[src/rtl/acc_core_mc.sv]
// rtl/acc_core_mc.sv - multicycle accumulator core with a stallable req/ack data port
// Optional memory watchdog halt: define ACC_CORE_MC_TIMEOUT_EN.
module acc_core_mc #(
  parameter int DW   = 8,
  parameter int NREG = 16,
  parameter int IW   = 9,
  parameter int PCW  = 16
) (
  input  logic           clk,
  input  logic           reset,
  output logic [PCW-1:0] pc,
  input  logic [IW-1:0]  inst,
  output logic           dm_req,
  output logic           dm_we,
  output logic [DW-1:0]  dm_addr,
  output logic [DW-1:0]  dm_wdata,
  input  logic [DW-1:0]  dm_rdata,
  input  logic           dm_ack,
  output logic           done,
  output logic           err
);

  localparam int FW = IW - 4;
  localparam int RW = (NREG > 1) ? $clog2(NREG) : 1;

  localparam logic [3:0] OP_LDI = 4'h0, OP_LDR = 4'h1, OP_STR = 4'h2, OP_ADD = 4'h3;
  localparam logic [3:0] OP_ADC = 4'h4, OP_SUB = 4'h5, OP_AND = 4'h6, OP_OR  = 4'h7;
  localparam logic [3:0] OP_XOR = 4'h8, OP_SHL = 4'h9, OP_MLD = 4'hA, OP_MST = 4'hB;
  localparam logic [3:0] OP_BRZ = 4'hC, OP_BRN = 4'hD, OP_JMP = 4'hE, OP_HALT = 4'hF;

  typedef enum logic [1:0] {S_FETCH, S_EXEC, S_MEM, S_HALT} state_t;
  state_t state, state_nx;

  logic [IW-1:0]  ir;
  logic [DW-1:0]  acc;
  logic           z, n, c;
  logic [DW-1:0]  regs [NREG];

  logic [3:0]     op;
  logic [FW-1:0]  f;
  logic [RW-1:0]  ridx;
  logic [DW-1:0]  rv;
  logic [DW-1:0]  imm;
  logic [PCW-1:0] offset;
  logic [PCW-1:0] pc_inc;
  logic [PCW-1:0] pc_nx;
  logic           taken;
  logic           is_mem;

  logic [DW-1:0]  alu;
  logic           alu_c;
  logic           acc_we;
  logic           c_we;
  logic [DW:0]    sum;
  logic           tout;

  assign op     = ir[IW-1:IW-4];
  assign f      = ir[FW-1:0];
  assign ridx   = f[RW-1:0];
  assign rv     = regs[ridx];
  assign imm    = DW'(f);
  assign offset = {{(PCW-FW){f[FW-1]}}, f};
  assign pc_inc = pc + {{(PCW-1){1'b0}}, 1'b1};
  assign is_mem = (op == OP_MLD) || (op == OP_MST);

  assign dm_req = (state == S_MEM);
  assign done   = (state == S_HALT) && !err;

`ifdef ACC_CORE_MC_TIMEOUT_EN
  logic [3:0] wcnt;
  logic       err_q;

  // Fires on the 16th consecutive unacknowledged MEM cycle; an ack in that cycle wins.
  assign tout = (state == S_MEM) && !dm_ack && (wcnt == 4'hF);
  assign err  = err_q;

  always_ff @(posedge clk) begin
    if (reset) begin
      wcnt  <= 4'h0;
      err_q <= 1'b0;
    end else begin
      if (state == S_EXEC)
        wcnt <= 4'h0;
      else if (state == S_MEM && !dm_ack)
        wcnt <= wcnt + 4'h1;
      if (tout)
        err_q <= 1'b1;
    end
  end
`else
  assign tout = 1'b0;
  assign err  = 1'b0;
`endif

  always_comb begin
    alu    = acc;
    alu_c  = c;
    acc_we = 1'b0;
    c_we   = 1'b0;
    sum    = {1'b0, acc} + {1'b0, rv} + {{DW{1'b0}}, (op == OP_ADC) ? c : 1'b0};
    case (op)
      OP_LDI: begin alu = imm; acc_we = 1'b1; end
      OP_LDR: begin alu = rv;  acc_we = 1'b1; end
      OP_ADD, OP_ADC: begin
        alu = sum[DW-1:0]; alu_c = sum[DW]; acc_we = 1'b1; c_we = 1'b1;
      end
      OP_SUB: begin
        alu = acc - rv; alu_c = (acc >= rv); acc_we = 1'b1; c_we = 1'b1;
      end
      OP_AND: begin alu = acc & rv; acc_we = 1'b1; end
      OP_OR:  begin alu = acc | rv; acc_we = 1'b1; end
      OP_XOR: begin alu = acc ^ rv; acc_we = 1'b1; end
      OP_SHL: begin
        alu = {acc[DW-2:0], 1'b0}; alu_c = acc[DW-1]; acc_we = 1'b1; c_we = 1'b1;
      end
      default: ;
    endcase
  end

  always_comb begin
    taken = (op == OP_JMP) || (op == OP_BRZ && z) || (op == OP_BRN && n);
    pc_nx = taken ? (pc + offset) : pc_inc;
  end

  always_comb begin
    state_nx = state;
    case (state)
      S_FETCH: state_nx = S_EXEC;
      S_EXEC: begin
        if (is_mem)
          state_nx = S_MEM;
        else if (op == OP_HALT)
          state_nx = S_HALT;
        else
          state_nx = S_FETCH;
      end
      S_MEM: begin
        if (dm_ack)
          state_nx = S_FETCH;
        else if (tout)
          state_nx = S_HALT;
      end
      default: state_nx = S_HALT;
    endcase
  end

  always_ff @(posedge clk) begin
    if (reset)
      state <= S_FETCH;
    else
      state <= state_nx;
  end

  always_ff @(posedge clk) begin
    if (reset) begin
      pc       <= '0;
      ir       <= '0;
      acc      <= '0;
      z        <= 1'b1;
      n        <= 1'b0;
      c        <= 1'b0;
      dm_we    <= 1'b0;
      dm_addr  <= '0;
      dm_wdata <= '0;
      for (int i = 0; i < NREG; i++)
        regs[i] <= '0;
    end else begin
      case (state)
        S_FETCH: ir <= inst;
        S_EXEC: begin
          if (acc_we) begin
            acc <= alu;
            z   <= (alu == '0);
            n   <= alu[DW-1];
          end
          if (c_we)
            c <= alu_c;
          if (op == OP_STR)
            regs[ridx] <= acc;
          // Request fields are latched once so they stay stable for the whole MEM wait.
          if (is_mem) begin
            dm_addr  <= rv;
            dm_wdata <= acc;
            dm_we    <= (op == OP_MST);
          end else if (op != OP_HALT) begin
            pc <= pc_nx;
          end
        end
        S_MEM: begin
          if (dm_ack) begin
            if (!dm_we) begin
              acc <= dm_rdata;
              z   <= (dm_rdata == '0);
              n   <= dm_rdata[DW-1];
            end
            pc <= pc_inc;
          end
        end
        default: ;
      endcase
    end
  end

endmodule

[config.mk]
export PLATFORM = sky130hd
export DESIGN_NAME = acc_core_mc
export DESIGN_NICKNAME = d
export VERILOG_FILES = /design/src/rtl/acc_core_mc.sv
export SDC_FILE = /design/constraint.sdc
export NUM_CORES = 1
export LEC_CHECK = 0
export BUFFER_PORTS_ARGS = -buffer_cell sky130_fd_sc_hd__buf_4
export CAP_MARGIN = 20
export CORE_ASPECT_RATIO = 0.5
export CORE_UTILIZATION = 42
export DETAILED_ROUTE_END_ITERATION = 6
export GPL_TIMING_DRIVEN = 0
export SYNTH_ARGS = -nofsm -noshare
export SYNTH_HDL_FRONTEND = slang
export SYNTH_SLANG_ARGS = --single-unit
[constraint.sdc]
create_clock -name clk -period 4.7 [get_ports clk]
set_clock_uncertainty 0.05 [all_clocks]
set_input_delay 0.705 -clock clk [delete_from_list [all_inputs] [get_ports clk]]
set_output_delay 0.705 -clock clk [all_outputs]
set_load 0.01 [all_outputs]
**Yosys cells after proc, flatten, opt, wreduce, memory -nomap -nowiden**

Memory sizes are Yosys's and may differ from the RTL's. A register that Yosys moved wholly into a read port is not among the register bits.
Index checks and enable logic that the tools add are counted.

- $add $sub $neg: 5
- Order comparisons: 1
- Eq/ne operators: 24
- Muxes and demuxes: 37
- Bitwise gates (word level): 3
- Reduce and logical (&&, ||, !) cells: 19

Operators with widths:

| cell | count |
|---|---|
| $mux 16 | 4 |
| $pmux 8 s8 | 1 |
| $eq 4x4->1 const B | 8 |
| $mux 8 | 4 |
| $pmux 16 s2 | 1 |
| $add 16x1->16 const B | 1 |
| $add 16x16->16 | 1 |
| $eq 4x3->1 const B | 4 |
| $logic_not 8->1 | 2 |
| $mux 1 | 16 |
| $pmux 8 s2 | 1 |
| $mux 4 | 3 |
| $add 8x8->9 | 1 |
| $add 9x1->9 | 1 |
| $reduce_or 9->1 | 1 |
| $and 8x8->8 | 1 |
| $eq 4x2->1 const B | 2 |
| $ge 8x8->1 | 1 |
| $ne 2x2->1 const B | 4 |
| $or 8x8->8 | 1 |
| $reduce_and 4->1 | 2 |
| $reduce_or 8->1 | 1 |
| $sub 8x8->8 | 1 |
| $xor 8x8->8 | 1 |
| 19 further kinds | 26 |

- Flip-flop bits (word level): 55
- RAM bits: 128
- Output and inout bits: 36
- Logic and storage cells: 100
- Memories: 1

Memory list:

| name | words | bits a word | rd ports | clocked after memory_dff | write ports | RTL line | source |
|---|---|---|---|---|---|---|---|
| regs | 16 | 8 | 1 | 1 | 16 | 37 | `logic [DW-1:0] regs [NREG];` |

**Depth between registers and ports, before layout**

Gate-level depths: netlist of the first run.

- Depth in word-level cells: 8
- Depth in mapped cells: 18
- Gate-level depth less buffers: 14

**Worst setup path after synthesis of the first run**

OpenSTA, ideal clock, no wires.

- Path kind: register to register
- Start point: register with a tool-made name
- End point: register z
- Library setup time: 0.073 ns
- Arrival time: 3.750 ns
- Data required time: 4.577 ns
- Setup slack: 0.827 ns
- Cell stages (with the launch flop): 16
- Buffers on the path: 2
- Path through: dfxtp_1 > clkbuf_1 > buf_2 > mux4_2 > mux4_2 > ha_1 > inv_1 > fa_1 > nand2b_1 > a221oi_1 > mux2_2 > o21ai_0 > a41oi_1 > nor4_1 > a21oi_1 > nor3_2

RTL lines:

| element | RTL line | source |
|---|---|---|
| end signal: assignment | 173 | `z <= (alu == '0);` |
| end signal: assignment | 193 | `z <= (dm_rdata == '0);` |
| end: declaration | 36 | `logic z, n, c;` |

==> run metrics, run 1 <==
pin count of the biggest net entering global routing=18; PD cells=344 nW/um^2; Worst Hold Slack=405 ps; Area growth syn-to-layout=14.6%; first-pass GRT wire length=53900 um; drt wl/cell=24.2 um; Unique masters post-synth=87; register bit count reported by yosys=186; maximum vdd drop=227 uV; final period utilization=0.976; Crit path arrival time=4920 ps; total grt overflow=0; clk buf depth=2; CTS H-tree depth=4; Worst Max-Slew Pin Slew=roughly 900 ps; RSZ-0062 raised after global routing=yes; max_slew headroom=0.396; ys async rst share=0; I/O Pins=56; via/cell ratio=6.21; Mapped Avg Cell Area=around 10 um^2; WS Path Type=reg2reg; row count=41; total routed wirelength=36900 um; initial antenna violation count=0; nets=1230; Max Slew Vio Count=0; Inserted Diodes=0; Data required, critical path=5030 ps; critical path endpoint category=register; Warnings, synthesis=0; Post-synth top flop=edfxtp_1; die area=26500 um^2; GPL Wtd Cong=0.948; Die X=229 um; HPWL after DPL=26600 um; Die Y=116 um; Min Clock Period, post-route=roughly 4600 ps; sequential share of the synthesized area=0.461; Worst Path Max Fanout=10; Post-synth EDFFs=128; global-route usage over all layers=0.280; CTS tree=done; CTS sink count=186; most frequent cells in the layout=edfxtp_1, nor3_1, nand2_1; CP startpoint kind=register; worst min-delay path category=reg2reg; vias in the first global route=8763; number of port buffers=53; Initial Util=0.429; failing checks=DRC; Final Hold Viols=0; Leak=about 4.3 nW; layout cells sized above 1=0.141; # setup viols final=0; DR iter-0 viols=917; core box area=25300 um^2; Root Driver=clkbuf_16; syn_nets=1143; outcome=complete, but fails checks; DR DRC count=3; cells after synthesis=around 1100; Synth top area share=0.354; max-cap violations=0; Clock Pin Slew Worst Setup and Hold Paths=~80 ps; DR pass1 iterations=7; # hold bufs at CTS=0; Routed Antenna Nets=0; total power=4.28 mW; clk_lat worst skew=about 450 ps; DR vias=roughly 9500; largest area contributor in the netlist=edfxtp_1; top cells by area, synth=edfxtp_1, dfxtp_1, nor3_1, mux4_2, ha_1; commonest non-fill, non-tap cell in the layout=edfxtp_1; Fmax achieved=218 MHz; FILL cells=2320; CTS Buf Count=17; Post-Syn Area=between 10000 and 15000 um^2; post-CTS setup buffer count=0
==> power breakdown <==
group	switching (mW)	total (mW)	leakage, nW	internal [mW]
clock network	0.700	1.51	0.290	0.814
logic	0.592	0.903	2.26	0.311
registers	0.0617	1.86	1.79	1.80
total	1.35	4.28	4.34	2.93
==> metal layers <==
layer	part of all wire	vias up	global-route usage
li1	-	4272	-
met1	0.41	4578	0.365
met2	0.46	527	0.449
met3	0.10	77	0.0726
met4	0.034	0	0.111
met5	0	-	0
==> per-stage QoR <==
stage / setup WS [ps] / setup TNS, ps / std cells / area (um^2) / utilization
after floorplan: 827 / 0 / 1079 / 10900 / -
after global placement: -684 / -1670 / 1476 / 11700 / 0.462
after detailed placement: -654 / -1630 / 1489 / 11800 / 0.465
after CTS: 4.13 / 0 / 1521 / 12400 / 0.491
after global routing: -105 / -105 / 1523 / 12400 / 0.492
final: 113 / 0 / 1523 / 12400 / 0.492
==> cells in the mapped netlist (all sizes together) (19+ instances only) <==
| master | n |
|---|---|
| o21ai | 59 |
| dfxtp | 58 |
| clkbuf | 72 |
| nor4 | 39 |
| a21oi | 75 |
| nor2 | 65 |
| edfxtp | 128 |
| nor3 | 117 |
| inv | 26 |
| ha | 40 |
| nand2 | 84 |
| mux2i | 26 |
| buf | 19 |
| mux4 | 30 |
| nand3 | 26 |
==> critical path, stage by stage, from the launching register on <==
cell and delay [ps]:
dfxtp_2 450, buf_4 280, buf_4 280, mux4_1 380, mux4_2 640, ha_1 260, inv_1 80, fa_1 230
nand2b_1 130, a221oi_4 320, mux2_2 370, o21ai_0 190, a41oi_1 200, nor4_2 350, a21oi_1 140, nor3_2 150
==> kinds of logic after synthesis <==
logic type                 share of synthesized area
and+or+nand+nor                                0.185
AOI/OAI and AO/OA                              0.154
DFF                                            0.461
buffers and inverters                         0.0483
muxes                                         0.0914
adders and majority gates                     0.0535
xor gates and xnor gates                     0.00726
other                                       0.000345
==> registers in the layout, indices dropped and copies added (netlist names), named ones only <==
name and flops:
ir 9, acc 8, z 1, dm_wdata 8, dm_we 1, dm_addr 8, regs 128, c 1
state 2, pc 16
==> worst paths after layout <==
check,slack [ps],startpoint,cells past startpoint,end
max,110,register,15,z$_SDFFE_PP1P_
min,410,dm_addr[6]$_SDFFE_PP0P_,2,dm_addr[6]$_SDFFE_PP0P_
max reg2reg,110,register,15,z$_SDFFE_PP1P_
min reg2reg,410,dm_addr[6]$_SDFFE_PP0P_,2,dm_addr[6]$_SDFFE_PP0P_
==> what timing repair did <==
action / 4_1_cts / 5_1_grt
setup endpoints to repair: 5 / 6
resized for setup: 9 / 9
gates cloned: 0 / 0
==> cell type report <==
class | instances | area, um^2 | area share
repair buffers | 68 | 485 | 0.0390
multi-input cells | 768 | 5380 | 0.432
plain buffers | 91 | 413 | 0.0332
clock inverters | 13 | 160 | 0.0129
flip-flops and latches | 186 | 5010 | 0.402
clock buffers | 19 | 443 | 0.0356
well taps | 344 | 430 | 0.0346
inverters | 34 | 128 | 0.0103
No activity file was read; power rests on OpenSTA's default activity.
==> inputs of run 2 (changes only) <==
--- a/config.mk
+++ b/config.mk
@@ -5,12 +5,13 @@
 export SDC_FILE = /design/constraint.sdc
 export NUM_CORES = 1
 export LEC_CHECK = 0
-export BUFFER_PORTS_ARGS = -buffer_cell sky130_fd_sc_hd__buf_4
+export BUFFER_PORTS_ARGS = -buffer_cell sky130_fd_sc_hd__clkbuf_2
 export CAP_MARGIN = 20
 export CORE_ASPECT_RATIO = 0.5
 export CORE_UTILIZATION = 42
 export DETAILED_ROUTE_END_ITERATION = 6
 export GPL_TIMING_DRIVEN = 0
+export SETUP_SLACK_MARGIN = 0.05
 export SYNTH_ARGS = -nofsm -noshare
 export SYNTH_HDL_FRONTEND = slang
 export SYNTH_SLANG_ARGS = --single-unit
==> run 2 against run 1 <==
  * The flow now finishes without violations
  * Global-route usage grew 0.55 points
  * Sequential power is essentially flat
  * Combinational power grew 1%
  * Count of clock-buffer cells in the layout shrank 1
  * Via count grew 2.3%
  * Core utilization shrank 0.20 points
  * Non-clock buffer count grew 6
  * Register-to-register slack gained 90 ps
  * Die area is the same
  * Worst hold slack gained 5.6 ps
  * Final cell count grew 0.39%
==> run metrics, run 2 (synthesized netlist as in run 1, its figures left out) <==
CTS Buf Count=17 (unchanged); GPL Wtd Cong=0.958 (was 0.948); Register Area=5010 um^2 (unchanged); Comb power frac=0.213 (was 0.211); DR pass1 iterations=7 (unchanged); register name with the most flops=regs (unchanged); initial antenna violation count=0 (unchanged); Final Hold Viols=0 (unchanged); CTS H-tree depth=4 (unchanged); DR vias=9670 (was 9454); max_slew headroom=0.282 (was 0.396); # setup viols final=0 (unchanged); critical path endpoint category=register (unchanged); row count=41 (unchanged); Util after Layout=0.490 (was 0.492); clk_lat worst skew=440 ps (was 450 ps); Clock Pin Slew Worst Setup and Hold Paths=80 ps (about the same); internal power=2.93 mW (about the same); commonest non-fill, non-tap cell in the layout=edfxtp_1 (unchanged); PD cells=347 nW/um^2 (was 344 nW/um^2); global-route usage over all layers=0.285 (was 0.280); Inserted Diodes=0 (unchanged); core box area=25300 um^2 (unchanged); sequential power share=0.433 (was 0.436); outcome=complete, no violations (was complete, but fails checks); pin count of the biggest net entering global routing=20 (was 18); Max Slew Vio Count=0 (unchanged); Worst Path Max Fanout=10 (unchanged); DP Cell Count=1490 (was 1489); first-pass GRT wire length=56100 um (was 53900 um); total grt overflow=0 (unchanged); Worst Max-Slew Pin Slew=1080 ps (was 906 ps); Routed Antenna Nets=0 (unchanged); Worst setup endpoint=acc[7]$_SDFFE_PP0P_ (was z$_SDFFE_PP1P_); DR DRC count=0 (was 3); Critical R2R Capture=acc[7]$_SDFFE_PP0P_ (was z$_SDFFE_PP1P_); total power=4.30 mW (was 4.28 mW); DR iter-0 viols=1073 (was 917); worst min-delay path category=reg2reg (unchanged); Min Clock Period, post-route=4500 ps (was 4590 ps); r2r worst-path depth=14 (was 15); I/O Pins=56 (unchanged); Hold Crit Start=dm_addr[4]$_SDFFE_PP0P_ (was dm_addr[6]$_SDFFE_PP0P_); switching power=1.38 mW (was 1.35 mW); Clk pwr share=0.354 (about the same); maximum vdd drop=270 uV (was 227 uV); Setup TNS Final=0 ps (unchanged); HPWL after DPL=26700 um (was 26600 um); Root Driver=clkbuf_16 (unchanged); Leak=4.35 nW (was 4.34 nW); CP startpoint kind=register (unchanged); Area growth syn-to-layout=14.1% (was 14.6%); Multi-input gate area=5400 um^2 (was 5380 um^2); # hold bufs at CTS=0 (unchanged); CTS sink count=186 (unchanged); vias in the first global route=9129 (was 8763); layout cells sized above 1=0.151 (was 0.141); Largest regs=regs x128, pc x16, ir x9 (unchanged); number of port buffers=53 (unchanged); Die Y=116 um (unchanged); Fmax achieved=222 MHz (was 218 MHz); flop2flop setup slack=200 ps (was 110 ps); post-route setup slack=200 ps (was 113 ps); drt wl/cell=24.5 um (was 24.2 um); WS Path Type=reg2reg (unchanged); most frequent cells in the layout=edfxtp_1, nor3_1, nand2_1 (unchanged); Data required, critical path=5020 ps (was 5030 ps); RSZ-0062 raised after global routing=no (was yes); Sw Ratio=0.320 (was 0.316); clk buf depth=2 (unchanged); nets=1236 (was 1230); max-cap violations=0 (unchanged); Initial Util=0.429 (unchanged); FILL cells=2310 (was 2320); Die X=229 um (unchanged); pre-CTS setup slack=-554 ps (was -654 ps); final period utilization=0.957 (was 0.976); Crit path arrival time=4820 ps (was 4920 ps); via/cell ratio=6.32 (was 6.21); max reg flops=128 (unchanged); total routed wirelength=37400 um (was 36900 um); die area=26500 um^2 (unchanged); Cell Count, Final, Fillers Out=1529 (was 1523); CTS tree=done (unchanged)
==> run 2: cell types whose count changed in the layout (fill, tap and decap cells not counted), moves of 2 or more <==
cell / change
buf_2: -3
a221oi_1: -3
clkbuf_2: +52
inv_6: +2
buf_4: -44
a221oi_2: +3
==> run 2: what timing repair did <==
action | 4_1_cts | 5_1_grt
buffers inserted | 0 | 5
resized for setup | 13 | 12
pin swaps | 0 | 3
hold endpoints to repair | 0 | 0
endpoints found under the setup margin | 6 | 4
==> run 2: worst min-delay path by stage <==
stage | endpoint | slack [ps] | cells past startpoint
final | dm_addr[4]$_SDFFE_PP0P_ | 410 | 2
after global routing | ir[4]$_SDFFE_PP0P_ | 420 | 3
after CTS | dm_addr[5]$_SDFFE_PP0P_ | 410 | 2
after detailed placement | dm_addr[5]$_SDFFE_PP0P_ | 400 | 2
after global placement | dm_addr[0]$_SDFFE_PP0P_ | 400 | 2
after floorplan | c$_SDFFE_PP0P_ | 400 | 2
==> run 2: layout make-up <==
cell class	instances	area share
multi-input combinational	768	0.436
tap	344	0.0347
inverter	34	0.0103
clock buffer	18	0.0346
buffer	91	0.0333
sequential	186	0.404
timing repair buffer	74	0.0329
clock inverter	14	0.0144
==> run 2: worst max-delay path: stages (launching register included) <==
cell      delay, ps
dfxtp_1         330
buf_6           210
buf_12          190
mux4_1          620
mux4_2          620
inv_1           220
ha_1            330
or2_2           310
a221oi_2        370
o21bai_1        150
a21oi_1         220
xnor2_1         170
a211oi_2        120
o311a_1         340
nor3_1          160
==> run 2: metal layers <==
| layer | up-vias | routed length (um) | track usage |
|---|---|---|---|
| li1 | 4287 | - | - |
| met1 | 4738 | 15300 | 0.378 |
| met2 | 589 | 17200 | 0.462 |
| met3 | 56 | 4110 | 0.0706 |
| met4 | 0 | 871 | 0.0933 |
| met5 | - | 0 | 0 |
==> run 2: power groups by stage <==
stage	clock (mW)	combinational [mW]	sequential [mW]
final	1.52	0.915	1.86
after global routing	1.58	0.971	1.87
after CTS	1.53	0.865	1.86
after detailed placement	0	0.848	1.90
after global placement	0	0.840	1.90
after floorplan	0	0.569	1.87
==> run 2: metrics by stage <==
| stage | hold slack [ps] | instance area (um^2) |
|---|---|---|
| final | 411 | 12400 |
| after global routing | 421 | 12400 |
| after CTS | 412 | 12300 |
| after detailed placement | 402 | 11600 |
| after global placement | 399 | 11600 |
| after floorplan | 396 | 10900 |
==> inputs of run 3 (changes only) <==
--- a/config.mk
+++ b/config.mk
@@ -8,7 +8,7 @@
 export BUFFER_PORTS_ARGS = -buffer_cell sky130_fd_sc_hd__clkbuf_2
 export CAP_MARGIN = 20
 export CORE_ASPECT_RATIO = 0.5
-export CORE_UTILIZATION = 42
+export CORE_UTILIZATION = 35
 export DETAILED_ROUTE_END_ITERATION = 6
 export GPL_TIMING_DRIVEN = 0
 export SETUP_SLACK_MARGIN = 0.05
==> run 3 against run 2 <==
  * The run now ends with DRC left
  * Final cell count increased by 3.3%
  * Non-clock buffer count is 5 lower
  * Count of clock-buffer cells in the layout did not move
  * Combinational power is 0.9% lower
  * Core utilization down 8.3 points
  * Largest cell class unchanged
  * Largest power group unchanged
  * Highest routed layer unchanged
==> run metrics, run 3 (synthesized netlist as in run 1, its figures left out) <==
clk buf depth=2 (unchanged); max-cap violations=0 (unchanged); RSZ-0062 raised after global routing=yes (was no); critical path endpoint category=register (unchanged); total power=4.22 mW (was 4.30 mW); maximum vdd drop=307 uV (was 270 uV); Crit path arrival time=4820 ps (about the same); Die X=251 um (was 229 um); CTS sink count=186 (unchanged); Fmax achieved=223 MHz (was 222 MHz); Inserted Diodes=0 (unchanged); max_slew headroom=0.360 (was 0.282); Largest regs=regs x128, pc x16, ir x9 (unchanged); Util after Layout=0.408 (was 0.490); vias in the first global route=9341 (was 9129); initial antenna violation count=0 (unchanged); DR iter-0 viols=1137 (was 1073); register name with the most flops=regs (unchanged); Area growth syn-to-layout=14.1% (about the same); failing checks=DRC; PD cells=341 nW/um^2 (was 347 nW/um^2); layout cells sized above 1=0.145 (was 0.151); row count=45 (was 41); CTS tree=done (unchanged); core box area=30400 um^2 (was 25300 um^2); HPWL after DPL=27400 um (was 26700 um); DR pass1 iterations=7 (unchanged); Worst Path Max Fanout=10 (unchanged); commonest non-fill, non-tap cell in the layout=edfxtp_1 (unchanged); I/O Pins=56 (unchanged); Die Y=127 um (was 116 um); Final Hold Viols=0 (unchanged); Initial Util=0.357 (was 0.429); CTS Buf Count=17 (unchanged); Routed Antenna Nets=0 (unchanged); # setup viols final=0 (unchanged); total routed wirelength=37900 um (was 37400 um); FILL cells=2993 (was 2310); post-route setup slack=221 ps (was 200 ps); Root Driver=clkbuf_16 (unchanged); drt wl/cell=24.0 um (was 24.5 um); Worst Max-Slew Pin Slew=960 ps (was 1080 ps); global-route usage over all layers=0.241 (was 0.285); final period utilization=0.953 (was 0.957); pre-CTS setup slack=-463 ps (was -554 ps); Clock Pin Slew Worst Setup and Hold Paths=80 ps (about the same); Leak=4.32 nW (was 4.35 nW); total grt overflow=0 (unchanged); most frequent cells in the layout=edfxtp_1, nor3_1, nand2_1 (unchanged); Max Slew Vio Count=0 (unchanged); via/cell ratio=6.11 (was 6.32); Worst Hold Slack=410 ps (was 411 ps); CTS H-tree depth=4 (unchanged); number of port buffers=53 (unchanged); Data required, critical path=5040 ps (was 5020 ps); DR DRC count=1 (was 0); pin count of the biggest net entering global routing=20 (unchanged); outcome=complete, but fails checks (was complete, no violations); CP startpoint kind=register (unchanged); die area=31800 um^2 (was 26500 um^2); first-pass GRT wire length=57800 um (was 56100 um); clk_lat worst skew=460 ps (was 440 ps); WS Path Type=reg2reg (unchanged); worst min-delay path category=reg2reg (unchanged); GPL Wtd Cong=0.960 (was 0.958); Setup TNS Final=0 ps (unchanged); max reg flops=128 (unchanged); DR vias=9649 (was 9670); Min Clock Period, post-route=4480 ps (was 4500 ps); nets=1231 (was 1236); post-CTS setup buffer count=0 (unchanged)
==> run 3: cell types whose count changed in the layout (fill, tap and decap cells not counted), moves of 2 or more <==
cell,previous run,this run
bufinv_16,2,0
clkinv_2,2,0
mux2i_1,24,26
clkinv_4,1,4
buf_4,18,12
mux2i_2,2,0
==> run 3: timing repair <==
action                                  CTS  global route
endpoints found under the setup margin    5             4
gates resized for setup                   9            12
pin swaps                                 0             2
hold buffers                              0             0
==> run 3: per-stage QoR <==
stage          std cells  area [um^2]
6_report            1579        12400
5_1_grt             1579        12400
4_1_cts             1579        12300
3_5_place_dp        1547        11700
3_3_place_gp        1531        11600
2_1_floorplan       1079        10900
==> run 3: area by class of cell <==
cell class,count,area (um^2),area share
plain buffers,91,418,0.0337
clock buffers,18,429,0.0346
clock inverters,14,155,0.0125
inverters,34,128,0.0103
multi-input cells,768,5390,0.435
flip-flops and latches,186,5010,0.404
well taps,399,499,0.0403
repair buffers,69,368,0.0297
==> run 3: power breakdown <==
part	switching, mW	leakage, nW	total, mW	internal, mW
logic	0.600	2.24	0.907	0.307
registers	0.0617	1.79	1.86	1.80
clock network	0.738	0.285	1.45	0.713
total	1.40	4.32	4.22	2.82
==> run 3: worst max-delay path: stages, from the launching register on <==
cell      delay (ps)
dfxtp_2          420
clkbuf_4         290
buf_4            260
mux4_1           330
mux4_2           650
ha_1             280
inv_1             90
fa_1             230
nand2b_1         130
a221oi_4         310
mux2_2           370
o21ai_0          170
a41oi_1          190
nor4_2           330
a21oi_1          120
nor3_2           160
==> run 3: final timing paths <==
check | startpoint | end | slack [ps] | cells after the start
worst max register to register | register | z$_SDFFE_PP1P_ | 220 | 15
worst min-delay path | dm_addr[7]$_SDFFE_PP0P_ | dm_addr[7]$_SDFFE_PP0P_ | 410 | 2
worst min register to register | dm_addr[7]$_SDFFE_PP0P_ | dm_addr[7]$_SDFFE_PP0P_ | 410 | 2
worst max-delay path | register | z$_SDFFE_PP1P_ | 220 | 15
==> run 3: layer usage <==
metal	vias to the layer above	track usage	wire length (um)
li1	4267	-	-
met1	4753	0.326	16100
met2	532	0.383	17000
met3	97	0.0490	3550
met4	0	0.0886	1270
met5	-	0	0
